`config.mk`:
```
export PLATFORM = sky130hd
export DESIGN_NAME = uart_rx_os
export DESIGN_NICKNAME = d
export VERILOG_FILES = /design/src/rtl/uart_pkg.sv /design/src/rtl/uart_rx_tick.sv /design/src/rtl/uart_rx_os.sv
export SDC_FILE = /design/constraint.sdc
export NUM_CORES = 1
export LEC_CHECK = 0
export CAP_MARGIN = 20
export CORE_AREA = 2 2 56 58
export CTS_CLUSTER_SIZE = 30
export DETAILED_ROUTE_END_ITERATION = 10
export DIE_AREA = 0 0 58 60
export PLACE_DENSITY = 0.76
export SETUP_SLACK_MARGIN = 0.02
export SLEW_MARGIN = 30
export SYNTH_ARGS = -nofsm -noshare
export SYNTH_HDL_FRONTEND = slang
export SYNTH_SLANG_ARGS = --single-unit
```
`constraint.sdc`:
```
create_clock -name clk -period 4.4 [get_ports clk]
set_input_delay 0.66 -clock clk [delete_from_list [all_inputs] [get_ports clk]]
set_output_delay 0.66 -clock clk [all_outputs]
set_load 0.05 [all_outputs]
```
`src/rtl/uart_pkg.sv`:
```
// Shared states and constants for the oversampling UART receiver.
// The PARITY state exists only when UART_RX_PARITY_EN is defined.
package uart_pkg;

   localparam int UART_OVERSAMPLE = 16;
   localparam int UART_DATA_BITS  = 8;

   // Oversample indices: middle of the start bit, then one full bit period later
   localparam logic [3:0] UART_MID_START = 4'd7;
   localparam logic [3:0] UART_MID_BIT   = 4'd15;

   typedef enum logic [2:0] {
      IDLE    = 3'd0,
      START   = 3'd1,
      DATA    = 3'd2,
`ifdef UART_RX_PARITY_EN
      PARITY  = 3'd3,
`endif
      STOP    = 3'd4,
      RECOVER = 3'd5
   } uart_rx_state_t;

endpackage

```
`src/rtl/uart_rx_tick.sv`:
```
// Free-running system-clock divider producing a one-cycle oversample tick
// every CLK_DIV clocks.
module uart_rx_tick #(
   parameter int CLK_DIV = 16
) (
   input  logic clk,
   input  logic rst_n,
   output logic tick
);

   localparam int CNT_W = (CLK_DIV > 1) ? $clog2(CLK_DIV) : 1;
   localparam logic [CNT_W-1:0] CNT_LAST = CNT_W'(CLK_DIV - 1);

   logic [CNT_W-1:0] cnt;

   assign tick = (cnt == CNT_LAST);

   always_ff @(posedge clk) begin
      if (!rst_n) begin
         cnt <= '0;
      end else if (tick) begin
         cnt <= '0;
      end else begin
         cnt <= cnt + CNT_W'(1);
      end
   end

endmodule

```
`src/rtl/uart_rx_os.sv`:
```
// 16x oversampling 8N1 UART receiver with valid/ready output, framing and overrun flags.
// Define UART_RX_PARITY_EN to add an even-parity bit and the parity_err pulse.
module uart_rx_os #(
   parameter int CLK_DIV = 16
) (
   input  logic       clk,
   input  logic       rst_n,
   input  logic       in,
   output logic [7:0] data,
   output logic       valid,
   input  logic       ready,
   output logic       frame_err,
   output logic       overrun,
   output logic       parity_err
);

   import uart_pkg::*;

   localparam int OS_W = $clog2(UART_OVERSAMPLE);
   localparam logic [2:0] LAST_BIT = 3'(UART_DATA_BITS - 1);

   logic tick;
   logic sync_q;
   logic s_in;

   uart_rx_state_t state, state_next;
   logic [OS_W-1:0]           os_cnt, os_next;
   logic [2:0]                bit_cnt, bit_next;
   logic [UART_DATA_BITS-1:0] shift, shift_next;
   logic                      deliver;
   logic                      frame_bad;

   uart_rx_tick #(.CLK_DIV(CLK_DIV)) u_tick (
      .clk   (clk),
      .rst_n (rst_n),
      .tick  (tick)
   );

`ifdef UART_RX_PARITY_EN
   logic par_bad, par_bad_next;
   logic par_report;
`endif

   always_comb begin
      state_next = state;
      os_next    = os_cnt;
      bit_next   = bit_cnt;
      shift_next = shift;
      deliver    = 1'b0;
      frame_bad  = 1'b0;
`ifdef UART_RX_PARITY_EN
      par_bad_next = par_bad;
      par_report   = 1'b0;
`endif
      if (tick) begin
         case (state)
            IDLE: begin
               if (!s_in) begin
                  state_next = START;
                  os_next    = '0;
               end
            end
            START: begin
               os_next = os_cnt + OS_W'(1);
               if (os_cnt == UART_MID_START) begin
                  if (!s_in) begin
                     state_next = DATA;
                     os_next    = '0;
                     bit_next   = '0;
                  end else begin
                     state_next = IDLE;
                  end
               end
            end
            DATA: begin
               os_next = os_cnt + OS_W'(1);
               if (os_cnt == UART_MID_BIT) begin
                  shift_next = {s_in, shift[UART_DATA_BITS-1:1]};
                  bit_next   = bit_cnt + 3'd1;
                  if (bit_cnt == LAST_BIT) begin
`ifdef UART_RX_PARITY_EN
                     state_next = PARITY;
`else
                     state_next = STOP;
`endif
                  end
               end
            end
`ifdef UART_RX_PARITY_EN
            PARITY: begin
               os_next = os_cnt + OS_W'(1);
               if (os_cnt == UART_MID_BIT) begin
                  par_bad_next = (^shift) ^ s_in;
                  state_next   = STOP;
               end
            end
`endif
            STOP: begin
               os_next = os_cnt + OS_W'(1);
               if (os_cnt == UART_MID_BIT) begin
`ifdef UART_RX_PARITY_EN
                  par_report = par_bad;
`endif
                  if (s_in) begin
                     deliver    = 1'b1;
                     state_next = IDLE;
                  end else begin
                     frame_bad  = 1'b1;
                     state_next = RECOVER;
                  end
               end
            end
            // Holding here while the line is low keeps a break from looking like a start bit
            RECOVER: begin
               if (s_in) begin
                  state_next = IDLE;
               end
            end
            default: begin
               state_next = IDLE;
            end
         endcase
      end
   end

   always_ff @(posedge clk) begin
      if (!rst_n) begin
         sync_q  <= 1'b1;
         s_in    <= 1'b1;
         state   <= IDLE;
         os_cnt  <= '0;
         bit_cnt <= '0;
         shift   <= '0;
      end else begin
         sync_q  <= in;
         s_in    <= sync_q;
         state   <= state_next;
         os_cnt  <= os_next;
         bit_cnt <= bit_next;
         shift   <= shift_next;
      end
   end

   // A byte arriving while the previous one is still unclaimed is dropped
   always_ff @(posedge clk) begin
      if (!rst_n) begin
         data      <= 8'h00;
         valid     <= 1'b0;
         frame_err <= 1'b0;
         overrun   <= 1'b0;
      end else begin
         frame_err <= frame_bad;
         overrun   <= deliver && valid && !ready;
         if (deliver && (!valid || ready)) begin
            data  <= shift;
            valid <= 1'b1;
         end else if (valid && ready) begin
            valid <= 1'b0;
         end
      end
   end

`ifdef UART_RX_PARITY_EN
   always_ff @(posedge clk) begin
      if (!rst_n) begin
         par_bad    <= 1'b0;
         parity_err <= 1'b0;
      end else begin
         par_bad    <= par_bad_next;
         parity_err <= par_report;
      end
   end
`else
   assign parity_err = 1'b0;
`endif

endmodule

```
# [Word-level counts from Yosys, hierarchy flattened]
# Cells that the tools add are included.
[totals] register_bits=35 latchBits=0 mem_bits_rw=0 mem_bits_ro=0 inputBits=4 wordCells=72 n_memories=0
[classes] n_addsub=3 n_mul=0 n_div=0 magnitude_cmp=0 eq_ne=15 shifts=0 n_mux=24 n_bitwise=1 reduce_logical=18
[op_table] op="$mux W3" count=10
[op_table] op="$pmux W3 S5" count=1
[op_table] op="$ne A2 B2 Y1 const B" count=7
[op_table] op="$mux W4" count=3
[op_table] op="$pmux W4 S3" count=1
[op_table] op="$eq A3 B3 Y1 const B" count=3
[op_table] op="$add A4 B1 Y4 const B" count=2
[op_table] op="$eq A4 B4 Y1 const B" count=2
[op_table] op="$mux W1" count=7
[op_table] op="$reduce_and A7 Y1" count=1
[op_table] op="$pmux W3 S2" count=1
[op_table] op="$reduce_and A3 Y1" count=2
[op_table] op="$reduce_and A5 Y1" count=1
[op_table] op="$eq A4 B3 Y1 const B" count=1
[op_table] op="$logic_and A1 B1 Y1" count=4
[op_table] op="$reduce_and A4 Y1" count=1
[op_table] op="$reduce_bool A2 Y1" count=2
[op_table] op="$reduce_or A2 Y1" count=2
[op_table] op="$add A3 B1 Y3 const B" count=1
[op_table] op="$eq A3 B1 Y1 const B" count=1
[op_table] op="$eq A3 B2 Y1 const B" count=1
[op_table] op="$logic_not A3 Y1" count=1
[op_table] op="$reduce_bool A3 Y1" count=1
[op_table] op="$logic_not A1 Y1" count=2
[op_table] op="other kinds (3)" count=3

# [Longest topological paths before layout]
[depth] depth_word=6 mapped_depth=6

# [By module]
# A second synthesis with hierarchy kept.
[hier_totals] cells_unflattened=172 area_unflattened_um2=1590.3
[by_module_without_submodules] mod="uart_rx_os" n_inst=1 cells_each=156 area_per_inst_um2=1421.4
[by_module_without_submodules] mod="uart_rx_tick" n_inst=1 cells_each=16 area_per_inst_um2=168.9

# [Worst setup path after synthesis]
# OpenSTA, ideal clock, no wires.
[synth_path] path_kind="register to register" startpoint="register u_tick.cnt[0]" endpoint="register bit_cnt[0]" setup_ns=0.070 arrival_ns=1.625 required_ns=4.330 setup_slack_ns=2.705 stages_incl_launch_ff=6 path_buffers=0 path_cell_list="dfxtp_1 -> ha_1 -> nand3_1 -> a211o_1 -> or4_1 -> a21oi_1"
[synth_via] elab_chain_cells=2
[synth_lines] item="start, declared" line="uart_rx_tick.sv:14" text="logic [CNT_W-1:0] cnt;"
[synth_lines] item="start signal, assigned" line="uart_rx_tick.sv:24" text="cnt <= cnt + CNT_W'(1);"
[synth_lines] item="$eq A4 B4 Y1" line="uart_rx_tick.sv:16" text="assign tick = (cnt == CNT_LAST);"
[synth_lines] item="$reduce_and A5 Y1 (no source line)"
[synth_lines] item="end signal, assigned" line="uart_rx_os.sv:139" text="bit_cnt <= bit_next;"
[synth_lines] item="end, declared" line="uart_rx_os.sv:28" text="logic [2:0] bit_cnt, bit_next;"
# Every way passes these cells.
# A chain may end at the register's enable or synchronous reset.

# [Worst setup path after layout]
[layout_path] startpoint="register state[2]" endpoint="register data[2]"
[layout_via] elab_chain_cells=4
[layout_lines] item="start, declared" line="uart_rx_os.sv:26" text="uart_rx_state_t state, state_next;"
[layout_lines] item="start signal, assigned" line="uart_rx_os.sv:137" text="state <= state_next;"
[layout_lines] item="$eq A3 B3 Y1" line="uart_rx_os.sv:56" text="case (state)"
[layout_lines] item="$mux W1" line="uart_rx_os.sv:56"
[layout_lines] item="$mux W1" line="uart_rx_os.sv:55" text="if (tick) begin"
[layout_lines] item="$logic_and A1 B1 Y1" line="uart_rx_os.sv:154" text="if (deliver && (!valid || ready)) begin"
[layout_lines] item="end signal, assigned" line="uart_rx_os.sv:155" text="data <= shift;"
[layout_lines] item="end, declared" line="uart_rx_os.sv:9" text="output logic [7:0] data,"
# Every way passes these cells.

==> out/results.tsv <==
stage	metric	value	unit
timing	rsz0062_at_grt	false	
synthesis	synth_warnings	0	
synthesis	synth_cell_types	39	
power	p_clk_share	33.6	%
timing	finalSetupTns	0	ps
timing	tightest_slew	944	ps
synthesis	synth_common_cells	35 x dfxtp_1, 23 x nand2_1, 18 x mux2i_1	
worst_setup_path	reg2reg_depth	4	
clocking	ctsHtreeMaxLevel	2	
worst_setup_path	cp_max_fo	13	
power	seq_power_share	63.0	%
synthesis	synth.largest_area_cell	dfxtp_1	
clocking	cts_setup_buffers	0	
timing	setup_violations	0	
synthesis	yosys.cell_count.top_type	dfxtp_1	
synthesis	postSynthNetCount	184	
job	maxCapViolCount	0	
hold_path	min_to	s_in$_SDFF_PN1_	
grt	grt_antenna_before_repair	0	
clocking	hold_buffers	0	
hold_path	hold_path.class	reg -> reg	
timing	hold_viol_final	0	
power	p_int	388	uW
timing	max_freq	0.431	GHz
final_layout	syn_to_final_growth	12.0	%
timing	relSlewSlack	36.9	%
synthesis	synthAdderAreaFrac	3.74	%
routing	routedWlPerCell	13.5	um
final_layout	drive_gt1_share	6.38	%
power	vdd_drop_max	0.194	mV
synthesis	synth_edf_count	0	
worst_setup_path	crit_required	4670	ps
power	switching_power	125	uW
synthesis	yosys.area_share.xor_xnor	1.09	%
power	p_leak	0.000580	uW
grt	grt_first_pass_wirelength	5.31	mm
timing	slew_viol_final	0	
floorplan	die_y	60	um
synthesis	syn_inst	176	
clocking	cts_tree	done	
placed_design	place_hpwl	2.03	mm
grt	track_usage	19.9	%
power	power_frac_comb	3.4	%
routing	drt_first_pass_iters	4	
synthesis	synth_seq_cells	35	
floorplan	rows	20	
routing	remaining_drc_errors	0	
clocking	clock-root-buffer	clkbuf_4	
synthesis	synth-simple-area-share	26.9	%
hold_path	min_from	sync_q$_SDFF_PN1_	
worst_setup_path	rrSetupSlack	2080	ps
worst_setup_path	critPathLaunchType	flip-flop	
final_layout	layout.cells.non_filler	221	
worst_setup_path	reg2reg_from	state[2]$_SDFFE_PN0P_	
power	swShare	24.3	%
placed_design	dp_cells	213	
worst_setup_path	critPathKind	reg -> reg	
floorplan	die_w	58	um
worst_setup_path	end_kind	flip-flop	
synthesis	synth_top_family_by_area	simple AND/OR/NAND/NOR gates	
worst_setup_path	cp.arrival	2590	ps
outcome	status	complete, no violations	
clocking	cts_buffers	5	
routing	drt-total-wl	2.99	mm
synthesis	synth_compound_area_share	9.28	%
routing	vias_per_cell	5.80	
clocking	cts.sinks	35	
synthesis	ys_top_cells_by_area	dfxtp_1 44%, mux2i_1 11%, nand2_1 5.4%	
floorplan	initial_core_util	55.3	%
power	pwr_density_cell	285	mW/mm^2
floorplan	coreArea	0.00290	sq mm
timing	finalClockSkew	13.8	ps
routing	drt_iter0_markers	42	
final_layout	antenna_cells	0	
grt	grt_overflow_total	0	
clocking	clk_pin_slew	100	ps
grt	grt_max_degree	28	
timing	finalCritPeriodShare	52.7	%
synthesis	synth_area_per_cell	9.11	sq um
grt	grt_pass1_vias	1234	
synthesis	synthMuxAreaShare	11.2	%
timing	layout_min_cycle_time	2320	ps
clocking	cts_resized	0	
clocking	cts.path.max_buffers	2	
synthesis	synth_top_area_share	43.7	%
placed_design	gp_congestion	0.823	
worst_setup_path	reg2reg_to	data[2]$_SDFFE_PN0P_	
floorplan	io_pins	16	
final_layout	nets	195	
placed_design	place.port_buffers	14	
synthesis	synth-main-ff-cell	dfxtp_1	
floorplan	die_area	0.00348	sq mm
synthesis	synth_area	0.00160	sq mm
hold_path	holdPathStages	1	
routing	final_antenna_net_count	0	
synthesis	ys_async_sr_fraction	0	%
clocking	clk_latency	340	ps
routing	via_count	1282	
synthesis	seq_area_frac_synth	43.7	%
stage by stage:
stage | worst slack, ps | total power (uW) | hold slack, ps | utilization, % | instance area, sq um
2_1_floorplan | 2700 | 343 | 386 | - | 1600
3_3_place_gp | 1940 | 347 | 393 | 60.0 | 1740
3_5_place_dp | 1920 | 348 | 402 | 60.0 | 1740
4_1_cts | 2060 | 516 | 418 | 61.9 | 1800
5_1_grt | 1890 | 530 | 470 | 61.9 | 1800
6_report | 2080 | 513 | 420 | 61.9 | 1800
worst max path at each step:
stage	from	depth (start not counted)	slack, ps	endpoint
2_1_floorplan	u_tick.cnt[0]$_SDFF_PP0_	5	2700	bit_cnt[0]$_SDFFE_PN0P_
3_3_place_gp	rst_n	6	1940	state[0]$_SDFFE_PN0P_
4_1_cts	state[2]$_SDFFE_PN0P_	4	2060	data[0]$_SDFFE_PN0P_
5_1_grt	state[2]$_SDFFE_PN0P_	4	1890	data[2]$_SDFFE_PN0P_
6_report	state[2]$_SDFFE_PN0P_	4	2080	data[2]$_SDFFE_PN0P_
3_5_place_dp	rst_n	6	1920	state[0]$_SDFFE_PN0P_
critical path: stages, from the launching register on:
cell and delay [ps]:
dfxtp_1 590, nor3b_1 420, nand4_1 200, nor2b_1 770, mux2i_1 260
layout by cell type (no fill, tap or decap), types with 2 or more instances in the layout:
cell type         n
or3b_1            2
a21oi_1           8
clkdlybuf4s50_1  14
and3_1            4
nor3b_1           2
dfxtp_1          35
ha_1              4
nand3b_1          3
or3b_2            2
nand2b_1          7
or3_1             2
mux2i_1          18
nor2_1           10
xnor2_1           2
nand3_1           6
nand2_1          23
inv_1             3
nor3_1            4
clkbuf_4          5
nand4b_1          3
o21ai_0           7
nand4_1           3
o211ai_1          2
power by group through the flow:
stage               combinational (uW)  clock [uW]  sequential (uW)
floorplan                         13.4           0              329
global placement                  16.8           0              330
detailed placement                17.4           0              330
CTS                               17.6         175              323
global route                      19.5         187              324
finish                            17.4         172              323
cell families (layout without fill, tap and decap cells):
kind of cell,Yosys count,after routing
fa+ha+maj,5,5
xor+xnor,2,2
compound gates,24,24
flops,35,35
mux,18,18
buf+inv,14,26
simple gates,77,77
other cells,1,1
state kept, by name, indices dropped and copies added (netlist names):
signal and flops:
sync_q 1, overrun 1, s_in 1, u_tick.cnt 4, os_cnt 4, state 3, valid 1, data 8
shift 8, frame_err 1, bit_cnt 3
layer usage:
| layer | GRT usage (%) | wire, um | vias up |
|---|---|---|---|
| met5 | 0 | 0 | - |
| met4 | 6.98 | 39 | 0 |
| met3 | 6.28 | 120 | 5 |
| met2 | 35.4 | 1490 | 23 |
| met1 | 22.5 | 1350 | 611 |
| li1 | - | - | 643 |
cell type report:
type                            count  area, sq um
Multi-Input combinational cell    127          842
Timing Repair Buffer               15          148
Clock buffer                        6         41.3
Sequential cell                    35          701
Clock inverter                      2         12.5
Fill cell                         246         1110
Tap cell                           33         41.3
Inverter                            3         11.3
(Power assumes the default switching activity.)
